$ cat src/rtl/uart_sipo_if.sv
// Serial line, frame-format controls and receive status for the UART deserializer.
interface uart_sipo_if;
  logic       data_tx;
  logic [1:0] parity_type;
  logic       stop_bits;
  logic       data_length;
  logic [7:0] data_parll;
  logic       rx_active;
  logic       rx_done;
  logic       parity_error;
  logic       stop_error;

  modport master (
    output data_tx, parity_type, stop_bits, data_length,
    input  data_parll, rx_active, rx_done, parity_error, stop_error
  );

  modport slave (
    input  data_tx, parity_type, stop_bits, data_length,
    output data_parll, rx_active, rx_done, parity_error, stop_error
  );
endinterface

$ cat src/rtl/uart_sipo.sv
// UART receive deserializer: start, 7/8 data bits LSB first, optional parity, 1/2 stop bits.
// Define RX_MAJORITY_VOTE_EN for 3-sample majority voting around each bit centre.
module uart_sipo #(
  parameter int unsigned OVERSAMPLE = 16
) (
  input  logic        BaudOut,
  input  logic        rst,
  uart_sipo_if.slave  rx_if
);

  localparam int unsigned HALF   = OVERSAMPLE / 2;
  localparam int unsigned TICK_W = $clog2(OVERSAMPLE);
`ifdef RX_MAJORITY_VOTE_EN
  localparam int unsigned START_TICK = HALF;
`else
  localparam int unsigned START_TICK = HALF - 1;
`endif
  localparam int unsigned LAST_TICK  = OVERSAMPLE - 1;

  localparam logic [2:0] IDLE   = 3'd0;
  localparam logic [2:0] START  = 3'd1;
  localparam logic [2:0] DATA   = 3'd2;
  localparam logic [2:0] PARITY = 3'd3;
  localparam logic [2:0] STOP   = 3'd4;
  localparam logic [2:0] DONE   = 3'd5;

  logic              sync1_q, sync1_d, s_q, s_d, s_prev_q, s_prev_d;
`ifdef RX_MAJORITY_VOTE_EN
  logic              s_prev2_q, s_prev2_d;
`endif
  logic [2:0]        state_q, state_d;
  logic [TICK_W-1:0] tick_q, tick_d;
  logic [2:0]        bit_cnt_q, bit_cnt_d;
  logic [7:0]        shreg_q, shreg_d;
  logic              perr_q, perr_d, serr_q, serr_d, stop_cnt_q, stop_cnt_d;
  logic [1:0]        ptype_q, ptype_d;
  logic              stop2_q, stop2_d, len8_q, len8_d;
  logic [7:0]        data_parll_q, data_parll_d;
  logic              rx_active_q, rx_active_d, rx_done_q, rx_done_d;
  logic              parity_error_q, parity_error_d, stop_error_q, stop_error_d;
  logic              bit_s, sample, par_x;

  // Line synchronizer and edge/vote history
  always_comb begin
    sync1_d  = rx_if.data_tx;
    s_d      = sync1_q;
    s_prev_d = s_q;
`ifdef RX_MAJORITY_VOTE_EN
    s_prev2_d = s_prev_q;
    bit_s     = (s_q & s_prev_q) | (s_q & s_prev2_q) | (s_prev_q & s_prev2_q);
`else
    bit_s     = s_q;
`endif
  end

  // Next-state and output logic
  always_comb begin
    state_d        = state_q;
    tick_d         = tick_q + TICK_W'(1);
    bit_cnt_d      = bit_cnt_q;
    shreg_d        = shreg_q;
    perr_d         = perr_q;
    serr_d         = serr_q;
    stop_cnt_d     = stop_cnt_q;
    ptype_d        = ptype_q;
    stop2_d        = stop2_q;
    len8_d         = len8_q;
    data_parll_d   = data_parll_q;
    parity_error_d = parity_error_q;
    stop_error_d   = stop_error_q;
    rx_done_d      = 1'b0;
    par_x          = (^shreg_q) ^ bit_s;
    sample         = (state_q == START) ? (tick_q == TICK_W'(START_TICK))
                                        : (tick_q == TICK_W'(LAST_TICK));
    case (state_q)
      IDLE: begin
        tick_d = tick_q;
        if (s_prev_q && !s_q) begin
          // the edge cycle itself counts as tick 0
          state_d    = START;
          tick_d     = TICK_W'(1);
          ptype_d    = rx_if.parity_type;
          stop2_d    = rx_if.stop_bits;
          len8_d     = rx_if.data_length;
          shreg_d    = 8'h00;
          bit_cnt_d  = 3'd0;
          perr_d     = 1'b0;
          serr_d     = 1'b0;
          stop_cnt_d = 1'b0;
        end
      end
      START: begin
        if (sample) begin
          tick_d  = '0;
          state_d = bit_s ? IDLE : DATA;
        end
      end
      DATA: begin
        if (sample) begin
          tick_d             = '0;
          shreg_d[bit_cnt_q] = bit_s;
          bit_cnt_d          = bit_cnt_q + 3'd1;
          if (bit_cnt_q == (len8_q ? 3'd7 : 3'd6))
            state_d = (ptype_q == 2'b01 || ptype_q == 2'b10) ? PARITY : STOP;
        end
      end
      PARITY: begin
        if (sample) begin
          tick_d  = '0;
          perr_d  = (ptype_q == 2'b01) ? ~par_x : par_x;
          state_d = STOP;
        end
      end
      STOP: begin
        if (sample) begin
          tick_d = '0;
          serr_d = serr_q | ~bit_s;
          if (stop_cnt_q == stop2_q) begin
            state_d        = DONE;
            rx_done_d      = 1'b1;
            data_parll_d   = shreg_q;
            parity_error_d = perr_q;
            stop_error_d   = serr_q | ~bit_s;
          end else begin
            stop_cnt_d = 1'b1;
          end
        end
      end
      DONE:    state_d = IDLE;
      default: state_d = IDLE;
    endcase
    rx_active_d = (state_d != IDLE);
  end

  always_ff @(posedge BaudOut or negedge rst) begin
    if (!rst) begin
      sync1_q        <= 1'b1;
      s_q            <= 1'b1;
      s_prev_q       <= 1'b1;
`ifdef RX_MAJORITY_VOTE_EN
      s_prev2_q      <= 1'b1;
`endif
      state_q        <= IDLE;
      tick_q         <= '0;
      bit_cnt_q      <= 3'd0;
      shreg_q        <= 8'h00;
      perr_q         <= 1'b0;
      serr_q         <= 1'b0;
      stop_cnt_q     <= 1'b0;
      ptype_q        <= 2'b00;
      stop2_q        <= 1'b0;
      len8_q         <= 1'b0;
      data_parll_q   <= 8'h00;
      rx_active_q    <= 1'b0;
      rx_done_q      <= 1'b0;
      parity_error_q <= 1'b0;
      stop_error_q   <= 1'b0;
    end else begin
      sync1_q        <= sync1_d;
      s_q            <= s_d;
      s_prev_q       <= s_prev_d;
`ifdef RX_MAJORITY_VOTE_EN
      s_prev2_q      <= s_prev2_d;
`endif
      state_q        <= state_d;
      tick_q         <= tick_d;
      bit_cnt_q      <= bit_cnt_d;
      shreg_q        <= shreg_d;
      perr_q         <= perr_d;
      serr_q         <= serr_d;
      stop_cnt_q     <= stop_cnt_d;
      ptype_q        <= ptype_d;
      stop2_q        <= stop2_d;
      len8_q         <= len8_d;
      data_parll_q   <= data_parll_d;
      rx_active_q    <= rx_active_d;
      rx_done_q      <= rx_done_d;
      parity_error_q <= parity_error_d;
      stop_error_q   <= stop_error_d;
    end
  end

  assign rx_if.data_parll   = data_parll_q;
  assign rx_if.rx_active    = rx_active_q;
  assign rx_if.rx_done      = rx_done_q;
  assign rx_if.parity_error = parity_error_q;
  assign rx_if.stop_error   = stop_error_q;

endmodule

$ cat src/flat_wrapper.sv
// flat-port wrapper written by rule: the top's interface ports become plain ports
module uart_sipo_flat 
#(
  parameter int unsigned OVERSAMPLE = 16
)
  (BaudOut, rst, rx_if_data_tx, rx_if_parity_type, rx_if_stop_bits, rx_if_data_length, rx_if_data_parll, rx_if_rx_active, rx_if_rx_done, rx_if_parity_error, rx_if_stop_error);
  uart_sipo_if rx_if_i ();
  input  logic BaudOut;
  input  logic rst;
  input wire logic [$bits(rx_if_i.data_tx)-1:0] rx_if_data_tx;
  input wire logic [$bits(rx_if_i.parity_type)-1:0] rx_if_parity_type;
  input wire logic [$bits(rx_if_i.stop_bits)-1:0] rx_if_stop_bits;
  input wire logic [$bits(rx_if_i.data_length)-1:0] rx_if_data_length;
  output wire logic [$bits(rx_if_i.data_parll)-1:0] rx_if_data_parll;
  output wire logic [$bits(rx_if_i.rx_active)-1:0] rx_if_rx_active;
  output wire logic [$bits(rx_if_i.rx_done)-1:0] rx_if_rx_done;
  output wire logic [$bits(rx_if_i.parity_error)-1:0] rx_if_parity_error;
  output wire logic [$bits(rx_if_i.stop_error)-1:0] rx_if_stop_error;
  assign rx_if_i.data_tx = rx_if_data_tx;
  assign rx_if_i.parity_type = rx_if_parity_type;
  assign rx_if_i.stop_bits = rx_if_stop_bits;
  assign rx_if_i.data_length = rx_if_data_length;
  assign rx_if_data_parll = rx_if_i.data_parll;
  assign rx_if_rx_active = rx_if_i.rx_active;
  assign rx_if_rx_done = rx_if_i.rx_done;
  assign rx_if_parity_error = rx_if_i.parity_error;
  assign rx_if_stop_error = rx_if_i.stop_error;
  uart_sipo #(.OVERSAMPLE(OVERSAMPLE)) u_core (.BaudOut(BaudOut), .rst(rst), .rx_if(rx_if_i));
endmodule
$ cat config.mk
export PLATFORM = sky130hd
export DESIGN_NAME = uart_sipo_flat
export DESIGN_NICKNAME = d
export VERILOG_FILES = /design/src/rtl/uart_sipo_if.sv /design/src/rtl/uart_sipo.sv /design/src/flat_wrapper.sv
export SDC_FILE = /design/constraint.sdc
export NUM_CORES = 1
export LEC_CHECK = 0
export CAP_MARGIN = 20
export CORE_MARGIN = 3
export CORE_UTILIZATION = 55
export DETAILED_ROUTE_END_ITERATION = 10
export DONT_BUFFER_PORTS = 1
export PLACE_DENSITY = 0.84
export SLEW_MARGIN = 5
export SYNTH_ARGS = -nofsm -noshare
export SYNTH_HDL_FRONTEND = slang
export SYNTH_SLANG_ARGS = --single-unit
$ cat constraint.sdc
create_clock -name BaudOut -period 2.1 [get_ports BaudOut]
set_clock_uncertainty 0.15 [all_clocks]
set_input_delay 0.63 -clock BaudOut [delete_from_list [all_inputs] [get_ports BaudOut]]
set_output_delay 0.63 -clock BaudOut [all_outputs]
set_load 0.02 [all_outputs]
# [After elaboration in Yosys (flattened, before gate mapping)]
# Index checks and enable logic that the tools add are counted.
[word_totals] register_bits=40 out_inout_bits=12 elab_cells=94
[classes] add_sub_neg=2 magnitude_cmp=2 n_eq_ne=15 n_mux=36 n_bitwise=4 reduce_logical=17
[ops] op="$mux W3" count=10
[ops] op="$mux W8" count=2
[ops] op="$pmux W8 S2" count=1
[ops] op="$pmux W3 S5" count=1
[ops] op="$mux W1" count=12
[ops] op="$reduce_and A3 Y1" count=4
[ops] op="$bwmux W8" count=1
[ops] op="$mux W4" count=2
[ops] op="$ne A2 B1 Y1 const B" count=4
[ops] op="$pmux W4 S2" count=1
[ops] op="$reduce_xor A8 Y1" count=1
[ops] op="$eq A3 B2 Y1 const B" count=2
[ops] op="$pmux W1 S2" count=3
[ops] op="$pmux W3 S2" count=1
[ops] op="$reduce_bool A2 Y1" count=3
[ops] op="$add A4 B1 Y4 const B" count=1
[ops] op="$eq A4 B3 Y1 const B" count=1
[ops] op="$eq A4 B4 Y1 const B" count=1
[ops] op="$lt A3 B4 Y1 const B" count=1
[ops] op="$reduce_and A4 Y1" count=1
[ops] op="$reduce_or A4 Y1" count=1
[ops] op="$add A3 B1 Y3 const B" count=1
[ops] op="$demux W1 S3" count=1
[ops] op="$eq A3 B1 Y1 const B" count=1
[ops] op="17 further kinds" count=19

# [Depth between registers and ports, before layout]
[logic_depth] word_depth=7 ltp_mapped=8

# [Worst setup path before layout]
# OpenSTA, ideal clock, no wires.
[synth_timing] path_type="flip-flop to flip-flop" from="register u_core.tick_q[0]" to="register u_core.data_parll_q[2] (netlist: u_core.rx_if.data_parll[2])" setup_time_ns=0.128 arrival_ns=1.752 setup_slack_ns=0.070 stages_incl_launch_ff=8 path_cell_list="dfrtp_1 > ha_1 > and2_1 > clkbuf_2 > and4_1 > nand2_1 > buf_2 > mux2_1"
[synth_via] elab_chain_len=3 word_cells_on_any_way=4 classes_between="eq/ne (2); mux (1); reduce/logical (1)"
[synth_rtl] element="from (decl)" line_no="uart_sipo.sv:32" source="logic [TICK_W-1:0] tick_q, tick_d;"
[synth_rtl] element="from (signal assigned)" line_no="uart_sipo.sv:166" source="tick_q <= tick_d;"
[synth_rtl] element="$eq A4 B4 Y1 / $eq A4 B3 Y1 (equally long branches)" line_no="uart_sipo.sv:74, uart_sipo.sv:73"
[synth_rtl] element="$mux W1 (*)" line_no="uart_sipo.sv:73" source="sample = (state_q == START) ? (tick_q == TICK_W'(START_TICK))"
[synth_rtl] element="$reduce_and A3 Y1 (no line) (*)"
[synth_rtl] element="to (signal assigned)" line_no="uart_sipo.sv:175" source="data_parll_q <= data_parll_d;"
[synth_rtl] element="to (decl)" line_no="uart_sipo.sv:38" source="logic [7:0] data_parll_q, data_parll_d;"
# Mark *: on every way between the ends. The rest lies on a longest branch, timed or not.
# A chain may end at the register's enable or synchronous reset.

# [Final worst setup path]
[layout_timing] from="register u_core.tick_q[0]" to="register u_core.data_parll_q[7] (netlist: u_core.rx_if.data_parll[7])"
# Same word-level chain as after synthesis.

==> metrics.md <==
| Metric | Value |
|---|---|
| Per-cell routed wire length | 15.3 um |
| Crit path max-delay family | simple AND/OR/NAND/NOR gates |
| Leak | 0.000947 uW |
| Final ANT Viol Nets | 0 |
| Levels on crit path | 6 |
| Tot GR Track Use | 19.2% |
| Slowest cell on the critical path | dfrtp_1 |
| Min-Delay Path Class | input port to register |
| Post-synthesis cell count | 175 |
| Leading cell types in the layout, fill and taps excluded | 37 x dfrtp_1, 26 x nand2_1, 10 x xnor2_1 |
| Hpwl dp | 2500 um |
| Clock Path Buffers | 2 |
| Setup TNS | 0 ps |
| DRC | 0 |
| Max VDD drop | 0.513 mV |
| Area Overhead vs Synth | 8.39% |
| DRT Pass-1 Iters | 4 |
| Worst reg2reg path depth | 6 |
| FP Rows | 20 |
| Synth Net Count | 185 |
| Worst-margin pin slew | 441 ps |
| RSZ-0062 raised after global routing | no |
| Layout cell share with drive strength beyond 1 | 13.7% |
| Final period util | 92.2% |
| Vias in the first global route | 1,342 |
| WP buf/inv | 1 |
| Die area | 4210 um2 |
| Reg-to-Reg Start | u_core.tick_q[0] |
| DRC marker count from the first detailed-route iteration | 55 |
| HP Start | rx_if_data_tx |
| Via Count | 1,318 |
| ANT cells | 0 |
| Dpl cells | 217 |
| Chain of cells forming the critical path | ha_1 > and2_1 > and4_1 > nand2_1 > buf_4 > mux2_1 |
| Crit path max fanout | 9 |
| Dominant synthesized flop cell | dfrtp_1 |
| Fin nets | 192 |
| Global-route wire length before repair | 6090 um |
| Initial Utilization | 60.0% |
| Post-synth EDFFs | 0 |
| Crit path launch | u_core.tick_q[0] |
| TritonCTS Buffers | 5 |
| Setup ws final | 164 ps |
| Count of cell types in the netlist | 38 |
| Die Span Y | 64.9 um |
| CP peak stage delay | 430 ps |
| Slew headroom | 70.2% |
| Yosys warnings | 0 |
| Final WL | 3480 um |
| Core ar. | 3180 um2 |
| Clock-pin slew on the worst setup and hold paths | 110 ps |
| Synth async-reset ratio | 100% |
| IO Count | 19 |
| Pin count of the biggest net entering global routing | 41 |
| Finished Layout Cells | 227 |
| # setup viols final | 0 |
| Critical Path RT | 2180 ps |
| Crit Path Class | register to register |
| Vias per cell | 5.81 |
| Clock sinks | 40 |
| Die width | 64.9 um |
| GPL Wtd Cong | 0.894 |
| Most common cell after layout, fill and taps aside | dfrtp_1 |
| CTS tree | built |
| Hold path cells | 0 |
| Post-CTS setup buffers | 0 |
| CTS H-tree depth | 2 |
| Number of fill cells | 268 |
| Synth Area per Inst | 10.9 um2 |
| Flops & latches, synth | 40 |
| Initial antenna violation count | 0 |
| Synth Cell Area | 1910 um2 |
| Register area | 1000 um2 |
| MaxCap Viol Count | 0 |
| Slew Viols, Final | 0 |
| Fmax | 0.517 GHz |
| Congestion Overflow GR | 0 |
| Pre-CTS WS | 164 ps |
| Status | completed |
| Crit path DAT | 2020 ps |
| Buffers on Ports | 0 |
| Sequential fraction of the synthesis area | 52.7% |
| CTS root buf | clkbuf_4 |
| Multi-input logic area | 846 um2 |
| Worst setup SP type | register |
| Final hold violations | 0 |
| Power per Cell Area | 980 nW/um2 |
| Crit end category | register |
| Clock Latency Late Sink | 340 ps |
| Minimum clock period | 1940 ps |
[area by class of cell]
cell class                      count  area share (%)
Clock buffer                        6            2.00
Clock inverter                      2            1.69
Inverter                            5           0.907
Multi-Input combinational cell    123            40.9
Sequential cell                    40            48.6
Tap cell                           44            2.66
Timing Repair Buffer                7            3.27
[per-stage QoR]
stage               hold WS, ps  util, %  instance area, um2  power [uW]
floorplan                   184        -                1910        1420
global placement            186     61.5                1950        1490
detailed placement          186     61.5                1950        1530
CTS                         109     64.8                2060        2040
global route               77.1     65.1                2070        2170
finish                      122     65.1                2070        2030
[logic make-up after synthesis]
logic type | synth area share [%]
mux | 6.88
flops | 52.7
simple gates | 16.3
fa+ha+maj | 1.97
buf+inv | 3.41
compound gates | 12.9
xor+xnor | 5.97
[flip-flops by register name, summed over array words and instances (netlist names)]
signal,flops
u_core.bit_s,1
u_core.rx_if.stop_error,1
u_core.serr_q,1
u_core.bit_cnt_q,3
u_core.perr_q,1
u_core.s_prev_q,1
u_core.state_q,3
u_core.rx_if.rx_done,1
u_core.stop_cnt_q,1
u_core.rx_if.data_parll,8
u_core.rx_if.rx_active,1
u_core.tick_q,4
u_core.stop2_q,1
u_core.shreg_q,8
u_core.ptype_q,2
u_core.rx_if.parity_error,1
u_core.len8_q,1
u_core.s_d,1
[repair_timing]
action,CTS,global route
endpoints found under the setup margin,0,4
resized for setup,0,1
hold buffers,2,0
hold endpoints to repair,40,0
[worst paths after layout]
kind / slack [ps] / to
min: 120 / u_core.s_d
min in group asynchronous: 590 / u_core.tick_q[1]
min reg2reg: 220 / u_core.bit_s
max in group asynchronous: 950 / u_core.s_d
max reg2reg: 160 / u_core.rx_if.data_parll[7]
max: 160 / u_core.rx_if.data_parll[7]
[synth_stat cells, drive strengths merged, types with 5 or more instances]
cell    count  area [um2]
nand3       5        25.0
o21ai       9        48.8
nor2        8        30.0
nand2      26        97.6
a21oi       5        25.0
buf         5        37.5
inv         5        18.8
o211ai      7        52.6
dfrtp      37         926
mux2        9         101
xnor2      10        87.6
o31ai       6        45.0
[metal layers]
metal	wire [um]	up-vias	track usage [%]
met5	0	-	0
met4	63	0	7.39
met3	223	8	7.45
met2	1600	38	30.0
met1	1600	636	24.0
li1	-	636	-
[power by group]
group          internal [uW]  total (uW)  switching (uW)
Sequential               883        1020             139
Clock                    250         490             240
Combinational            237         515             278
Power figures use the tool's default switching activity.
